==> config.mk <==
export PLATFORM = sky130hd
export DESIGN_NAME = nanov_spi_arbiter
export DESIGN_NICKNAME = d
export VERILOG_FILES = /design/src/rtl/nanov_spi_arbiter.sv
export SDC_FILE = /design/constraint.sdc
export NUM_CORES = 1
export LEC_CHECK = 0
export CAP_MARGIN = 20
export CORE_MARGIN = 8
export CORE_UTILIZATION = 35
export CTS_CLUSTER_DIAMETER = 30
export DETAILED_ROUTE_END_ITERATION = 10
export PLACE_DENSITY = 0.67
export SLEW_MARGIN = 20
export SYNTH_ARGS = -nofsm -noshare
export SYNTH_HDL_FRONTEND = slang
export SYNTH_SLANG_ARGS = --single-unit
==> constraint.sdc <==
create_clock -name clk -period 5.2 [get_ports clk]
set_clock_uncertainty 0.2 [all_clocks]
set_input_delay 1.04 -clock clk [delete_from_list [all_inputs] [get_ports clk]]
set_output_delay 1.04 -clock clk [all_outputs]
set_load 0.03 [all_outputs]
==> src/rtl/nanov_spi_arbiter.sv <==
// Round-robin arbiter for two word requesters sharing the nanoV SPI memory;
// each grant is sequenced bit-serially as command, 24-bit address, 32 data bits.
module nanov_spi_arbiter #(
  parameter int unsigned READ_LATENCY = 1,
  parameter int unsigned SELECT_GAP   = 1
) (
  input  logic        clk,
  input  logic        rstn,
  input  logic        req0,
  input  logic        req1,
  input  logic        we0,
  input  logic        we1,
  input  logic [23:0] addr0,
  input  logic [23:0] addr1,
  input  logic [31:0] wdata0,
  input  logic [31:0] wdata1,
  output logic        ack0,
  output logic        ack1,
  output logic [31:0] rdata,
  input  logic        spi_miso,
  output logic        spi_select,
  output logic        spi_mosi,
  output logic        spi_clk_enable
);

  localparam int unsigned CNT_W   = 7;
  localparam int unsigned GAP_W   = 3;
  localparam int unsigned ADDR_W  = 24;
  localparam int unsigned DATA_W  = 32;
  localparam int unsigned SHIFT_W = 8 + ADDR_W + DATA_W;

  localparam logic [CNT_W-1:0] CMD_LAST  = CNT_W'(7);
  localparam logic [CNT_W-1:0] ADDR_LAST = CNT_W'(31);
  localparam logic [CNT_W-1:0] DATA_LAST = CNT_W'(63);
  localparam logic [CNT_W-1:0] TAIL_LAST = CNT_W'(63 + READ_LATENCY);
  localparam logic [CNT_W-1:0] CAP_FIRST = CNT_W'(32 + READ_LATENCY);
  localparam logic [GAP_W-1:0] GAP_LOAD  = GAP_W'((SELECT_GAP > 1) ? (SELECT_GAP - 2) : 0);
  localparam logic [7:0]       CMD_WRITE = 8'h02;
  localparam logic [7:0]       CMD_READ  = 8'h03;

  typedef enum logic [2:0] {IDLE, CMD, ADDR, DATA, TAIL, DONE, GAP} state_t;

  state_t              state_q, state_d;
  logic [CNT_W-1:0]    cnt_q, cnt_d;
  logic [SHIFT_W-1:0]  shift_q, shift_d;
  logic [GAP_W-1:0]    gap_q, gap_d;
  logic [DATA_W-1:0]   rdata_q, rdata_d;
  logic                we_q, we_d;
  logic                port_q, port_d;
  logic                last_q, last_d;
  logic                select_q, select_d;
  logic                mosi_q, mosi_d;
  logic                clk_en_q, clk_en_d;
  logic                ack0_q, ack0_d;
  logic                ack1_q, ack1_d;

  // Port 1 wins when alone, or when both request and port 0 had the last grant.
  logic                grant1;
  logic                g_we;
  logic [ADDR_W-1:0]   g_addr;
  logic [DATA_W-1:0]   g_wdata;
  logic [SHIFT_W-1:0]  load_word;
  logic                capture;
  logic                finish;

  assign grant1    = req1 & (~req0 | ~last_q);
  assign g_we      = grant1 ? we1 : we0;
  assign g_addr    = grant1 ? addr1 : addr0;
  assign g_wdata   = grant1 ? wdata1 : wdata0;
  assign load_word = {(g_we ? CMD_WRITE : CMD_READ), g_addr, (g_we ? g_wdata : DATA_W'(0))};
  assign capture   = ~we_q & ((state_q == DATA) | (state_q == TAIL)) & (cnt_q >= CAP_FIRST);

  always_comb begin
    state_d  = state_q;
    cnt_d    = cnt_q;
    shift_d  = shift_q;
    gap_d    = gap_q;
    rdata_d  = rdata_q;
    we_d     = we_q;
    port_d   = port_q;
    last_d   = last_q;
    select_d = select_q;
    mosi_d   = mosi_q;
    clk_en_d = clk_en_q;
    ack0_d   = 1'b0;
    ack1_d   = 1'b0;
    finish   = 1'b0;

    if (capture) rdata_d = {rdata_q[DATA_W-2:0], spi_miso};

    case (state_q)
      IDLE: begin
        if (req0 | req1) begin
          state_d  = CMD;
          cnt_d    = '0;
          shift_d  = load_word;
          we_d     = g_we;
          port_d   = grant1;
          last_d   = grant1;
          select_d = 1'b0;
          clk_en_d = 1'b1;
          mosi_d   = load_word[SHIFT_W-1];
        end
      end
      CMD, ADDR, DATA: begin
        cnt_d   = cnt_q + CNT_W'(1);
        shift_d = {shift_q[SHIFT_W-2:0], 1'b0};
        mosi_d  = shift_q[SHIFT_W-2];
        if (state_q == CMD && cnt_q == CMD_LAST) state_d = ADDR;
        if (state_q == ADDR && cnt_q == ADDR_LAST) state_d = DATA;
        if (state_q == DATA && cnt_q == DATA_LAST) begin
          if (!we_q && READ_LATENCY != 0) begin
            state_d  = TAIL;
            clk_en_d = 1'b0;
            mosi_d   = 1'b0;
          end else begin
            finish = 1'b1;
          end
        end
      end
      // Select stays low while the last read bits drain back through the pad buffer.
      TAIL: begin
        cnt_d = cnt_q + CNT_W'(1);
        if (cnt_q == TAIL_LAST) finish = 1'b1;
      end
      DONE: begin
        if (SELECT_GAP > 1) begin
          state_d = GAP;
          gap_d   = GAP_LOAD;
        end else begin
          state_d = IDLE;
        end
      end
      GAP: begin
        if (gap_q == '0) state_d = IDLE;
        else gap_d = gap_q - GAP_W'(1);
      end
      default: state_d = IDLE;
    endcase

    if (finish) begin
      state_d  = DONE;
      select_d = 1'b1;
      clk_en_d = 1'b0;
      mosi_d   = 1'b0;
      ack0_d   = ~port_q;
      ack1_d   = port_q;
    end
  end

  // Reset points the round-robin at port 1 so port 0 wins the first contest.
  always_ff @(posedge clk or negedge rstn) begin
    if (!rstn) begin
      state_q  <= IDLE;
      cnt_q    <= '0;
      shift_q  <= '0;
      gap_q    <= '0;
      rdata_q  <= '0;
      we_q     <= 1'b0;
      port_q   <= 1'b0;
      last_q   <= 1'b1;
      select_q <= 1'b1;
      mosi_q   <= 1'b0;
      clk_en_q <= 1'b0;
      ack0_q   <= 1'b0;
      ack1_q   <= 1'b0;
    end else begin
      state_q  <= state_d;
      cnt_q    <= cnt_d;
      shift_q  <= shift_d;
      gap_q    <= gap_d;
      rdata_q  <= rdata_d;
      we_q     <= we_d;
      port_q   <= port_d;
      last_q   <= last_d;
      select_q <= select_d;
      mosi_q   <= mosi_d;
      clk_en_q <= clk_en_d;
      ack0_q   <= ack0_d;
      ack1_q   <= ack1_d;
    end
  end

  assign ack0           = ack0_q;
  assign ack1           = ack1_q;
  assign rdata          = rdata_q;
  assign spi_select     = select_q;
  assign spi_mosi       = mosi_q;
  assign spi_clk_enable = clk_en_q;

endmodule

# Word level (Yosys, flattened, before mapping)

Cells that the tools add are included.

Register bits after elaboration: 116
Output and inout port bits: 37
Logic and storage cells: 98

Equal/unequal tests: 15
Bitwise gates (word level): 11
Reductions and logical operators: 20
Muxes and demuxes: 36
Add/subtract/negate cells: 2
Order comparisons: 1

Operators with widths:

| operator            | count |
|---|---|
| $pmux 63 s2         | 1 |
| $mux 32             | 2 |
| $mux 63             | 1 |
| $mux 24             | 1 |
| $mux 3              | 7 |
| $mux 1              | 18 |
| $pmux 7 s2          | 1 |
| $ne 3x3->1 const B  | 4 |
| $pmux 3 s4          | 1 |
| $reduce_and 2->1    | 6 |
| $reduce_bool 2->1   | 4 |
| $add 7x1->7 const B | 1 |
| $eq 7x3->1 const B  | 1 |
| $eq 7x5->1 const B  | 1 |
| $eq 7x6->1 const B  | 1 |
| $eq 7x7->1 const B  | 1 |
| $ge 7x6->1 const B  | 1 |
| $mux 7              | 1 |
| $eq 3x2->1 const B  | 2 |
| $eq 3x3->1 const B  | 2 |
| $logic_not 3->1     | 2 |
| $pmux 1 s2          | 3 |
| $not 1->1           | 5 |
| $ne 2x2->1 const B  | 2 |
| other kinds (10)    | 16 |

# Longest topological paths before layout

Word-level depth: 8
Gate-level depth with buffers: 8
Gate-level depth less buffers: 6

# Worst setup path after synthesis

OpenSTA, ideal clock, no wires.

Path type: input to register
Start: input port req1
End: register shift_q[23]
Arrival: 2332 ps
Library setup time: 133 ps
Buffers on the path: 1
Path slack: 2534 ps
Stages on the path: 5
Path through: a21boi_1 -> mux2_2 -> nand2_1 -> clkbuf_1 -> o21ai_0

Word-level cells in the longest chain between the ends: 5

RTL lines:

| what                              | RTL line | RTL |
|---|---|---|
| from (decl)                       | 10       | `input logic req1,` |
| $and 1x1->1                       | 66       | `assign grant1 = req1 & (~req0 \| ~last_q);` |
| $mux 32 or $mux 1 (tied branches) | 69, 67   |  |
| $mux 32                           | 70       | `assign load_word = {(g_we ? CMD_WRITE : CMD_READ), g_addr, (g_we ? g_wdata : DATA_W'(0))};` |
| $mux 63                           | 93       | `if (req0 \| req1) begin` |
| $pmux 63 s2                       | 91       | `case (state_q)` |
| to (signal assigned)              | 170      | `shift_q <= shift_d;` |
| to (decl)                         | 45       | `logic [SHIFT_W-1:0] shift_q, shift_d;` |

Several ways; a longest one is shown, not always the timed one. The select of a mux whose other input is x is not followed.
A chain may end at the register's enable or synchronous reset.

# Final worst setup path

Start: register state_q[2]
End: register rdata_q[18] (netlist: rdata[18])

Word-level cells in the longest chain between the ends: 4

RTL lines:

| what                                     | RTL line | RTL |
|---|---|---|
| from (decl)                              | 43       | `state_t state_q, state_d;` |
| from (signal assigned)                   | 168      | `state_q <= state_d;` |
| $eq 3x2->1 or $eq 3x3->1 (tied branches) | 71       | `assign capture = ~we_q & ((state_q == DATA) \| (state_q == TAIL)) & (cnt_q >= CAP_FIRST);` |
| $or 1x1->1 (*)                           | 71       |  |
| $and 1x1->1 (*) (2 in a row)             | 71       |  |
| to (signal assigned)                     | 172      | `rdata_q <= rdata_d;` |
| to (decl)                                | 47       | `logic [DATA_W-1:0] rdata_q, rdata_d;` |

Every way passes the cells marked *; elsewhere a longest branch is shown, timed or not.

==> flow_summary.ini <==
[yosys]
ys_top_cells_by_area = dfrtp_1 50%, mux2_4 7.9%, o21ai_0 7.6%
synth-edff-count = 0
yosysUniqueCellTypes = 45
syn_area_um2 = 5680
async_flop_share_pct = 100
synth_top_area_share_pct = 50.3
synth_top_area_cell = dfrtp_1
yosys_warnings = 0
syn_nets = 643
synthCells = 519
synthFlopType = dfrtp_1
synth-seq-area-share_pct = 51.2
ys_ff_latch = 116
postSynthAreaPerCell_um2 = 10.9

[clocking]
cts_buffer_depth = 2
cts-hold-fix-buffers = 0
clkTransAtPathRegs_ns = 0.05
numCtsBuffers = 17
clk_latency_ns = 0.41
clock-sinks = 116
post_cts_resized = 0
post_cts_buffers = 0
cts_tree = built
cts_root_buf = clkbuf_16
htreeDepth = 4

[power]
power.internal_mw = 2.28
clockPowerShare_pct = 33.1
vdd_ir_drop_max_mv = 0.249
powerDensity_nw_per_um2 = 421
p_seq_share_pct = 40.9
p_sw_mw = 1.05
leakagePower_nw = 3.36
power.share.combinational_pct = 26.1
p_sw_share_pct = 31.5

[timing]
period_share_pct = 59.9
finalHoldViolCount = 0
final-setup-viol-count = 0
slew_headroom_pct = 34.7
max_freq_mhz = 321
tns_ns = 0
period_minus_slack_ns = 3.11
slew_viol_final = 0
grt_setup_unrepaired = no
holdWs_ns = 0.258
tightest_slew_ns = 0.979

[global_routing]
grt_overflow = 0
grt_pass1_wl_um = 22900
grt_pass1_vias = 4640
grtUsageTotal_pct = 14.1
antenna_found_initial = 2
grt_max_degree = 90

[final_layout]
fin_cells = 886
area_growth_pct = 39.5
design_area_um2 = 7920
layout-drive-gt1-share_pct = 11.5
final_core_util_pct = 49.8
fillers = 1441
fin_nets = 780

[place]
place_area_um2 = 7340
place_congestion = 0.800
port_buffers = 155
dpl.cell_count = 853
place_hpwl_um = 10100

[worst_setup_path]
end_kind = register
start_kind = register
path_max_fanout = 32
worstSetupPathType = reg -> reg
reg2reg_depth = 3
critPathArrivalTime_ns = 3.20
rrSetupSlack_ns = 2.09
cp.required_ns = 5.29

[routing]
antenna_left = 0
avgRoutedWirePerCell_um = 16.2
drcViolationCount = 0
drt-initial-drc-count = 303
routed_wl_um = 14400
num_vias = 4538
viasPerCell = 5.12
first_pass_iters = 4

[job]
max_cap_violations = 0

[die]
initial_utilization_pct = 35.7
io_pins = 156
std_cell_rows = 46
chipWidth_um = 143
fp.dieH_um = 143
coreArea_um2 = 15900
dieArea_um2 = 20600

[min_path]
hold_path_depth = 1
worstHoldPathType = reg -> reg

[outcome]
outcome = complete, no violations
==> power groups by stage <==
stage	clock network [mW]	logic, mW	registers, mW
5_1_grt	1.18	0.989	1.39
6_report	1.10	0.870	1.36
3_5_place_dp	0	0.884	1.37
2_1_floorplan	0	0.628	1.31
4_1_cts	1.13	0.885	1.36
3_3_place_gp	0	0.844	1.36
==> cells by family after synthesis <==
group	synth area share (%)
compound gates	19.3
flops	51.2
simple gates	9.30
mux	14.7
buf+inv	3.90
fa+ha+maj	1.10
xor+xnor	0.463
==> sequential cells by signal (all words and copies together) (netlist names) <==
signal,flops
ack1,1
spi_mosi,1
port_q,1
state_q,3
rdata,32
spi_select,1
ack0,1
we_q,1
last_q,1
cnt_q,7
shift_q,63
spi_clk_enable,1
gap_q,3
==> final cells by class <==
class,instances,area (um2),share of cell area (%)
Sequential cell,116,2910,36.7
Multi-Input combinational cell,357,2580,32.6
Timing Repair Buffer,159,1580,20.0
Clock buffer,20,447,5.64
Tap cell,216,270,3.41
Clock inverter,11,111,1.41
Inverter,5,18.8,0.237
Antenna cell,2,5.00,0.0632
==> worst max-delay path, stage by stage, from the launching register on <==
cell	delay, ns
dfrtp_1	0.78
mux2_2	0.40
or4_2	1.13
mux2_4	0.46
==> metrics by stage <==
step                      setup WS [ns]  power (mW)
after detailed placement           1.67        2.25
after global placement             1.74        2.20
final                              2.09        3.34
after CTS                          2.10        3.37
after global routing               1.89        3.56
after floorplan                    2.53        1.94
==> Yosys cell counts (2+ instances only) <==
| cell | number |
|---|---|
| or3_1 | 2 |
| mux2_4 | 30 |
| ha_1 | 5 |
| a22oi_1 | 31 |
| nor3_1 | 4 |
| nand2_1 | 42 |
| nand4b_1 | 2 |
| buf_8 | 3 |
| a32o_1 | 2 |
| a21o_1 | 2 |
| mux2_2 | 5 |
| dfrtp_1 | 114 |
| o21ai_0 | 86 |
| inv_1 | 5 |
| a211oi_1 | 27 |
| a21boi_0 | 2 |
| nor4_1 | 2 |
| a22o_1 | 6 |
| o31ai_1 | 3 |
| nor2b_1 | 27 |
| nand3_1 | 6 |
| a21oi_1 | 9 |
| dfstp_2 | 2 |
| mux2i_1 | 33 |
| xor2_1 | 2 |
| buf_2 | 6 |
| nor2_1 | 11 |
| clkbuf_1 | 30 |
| a31oi_1 | 3 |
| or4_1 | 2 |
==> placed cells by master, fill, tap and decap left out, types with 5 or more instances in the layout <==
cell type and n:
clkdlybuf4s50_1 154, dfrtp_1 114, o21ai_0 86, nand2_1 42
mux2i_1 33, a22oi_1 31, mux2_4 30, nor2b_1 27
a211oi_1 27, clkbuf_16 17, nor2_1 10, a21oi_1 9
clkinv_2 7, nand3_1 6, a22o_1 6, inv_1 5
mux2_2 5, ha_1 5
==> per-layer routing <==
metal	up-vias	wire, um	GRT usage, %
met5	-	0	0
met4	0	359	6.47
met3	20	785	4.38
met2	139	6730	21.9
met1	2206	6490	17.7
li1	2173	-	-
==> final timing paths <==
check                      startpoint          to
hold / removal                 port_q        ack0
min in group asynchronous        rstn    rdata[6]
hold reg to reg                port_q        ack0
max in group asynchronous        rstn  shift_q[8]
setup / recovery           state_q[2]   rdata[18]
setup reg to reg           state_q[2]   rdata[18]
Note: power is estimated with default switching activity, not from simulation.
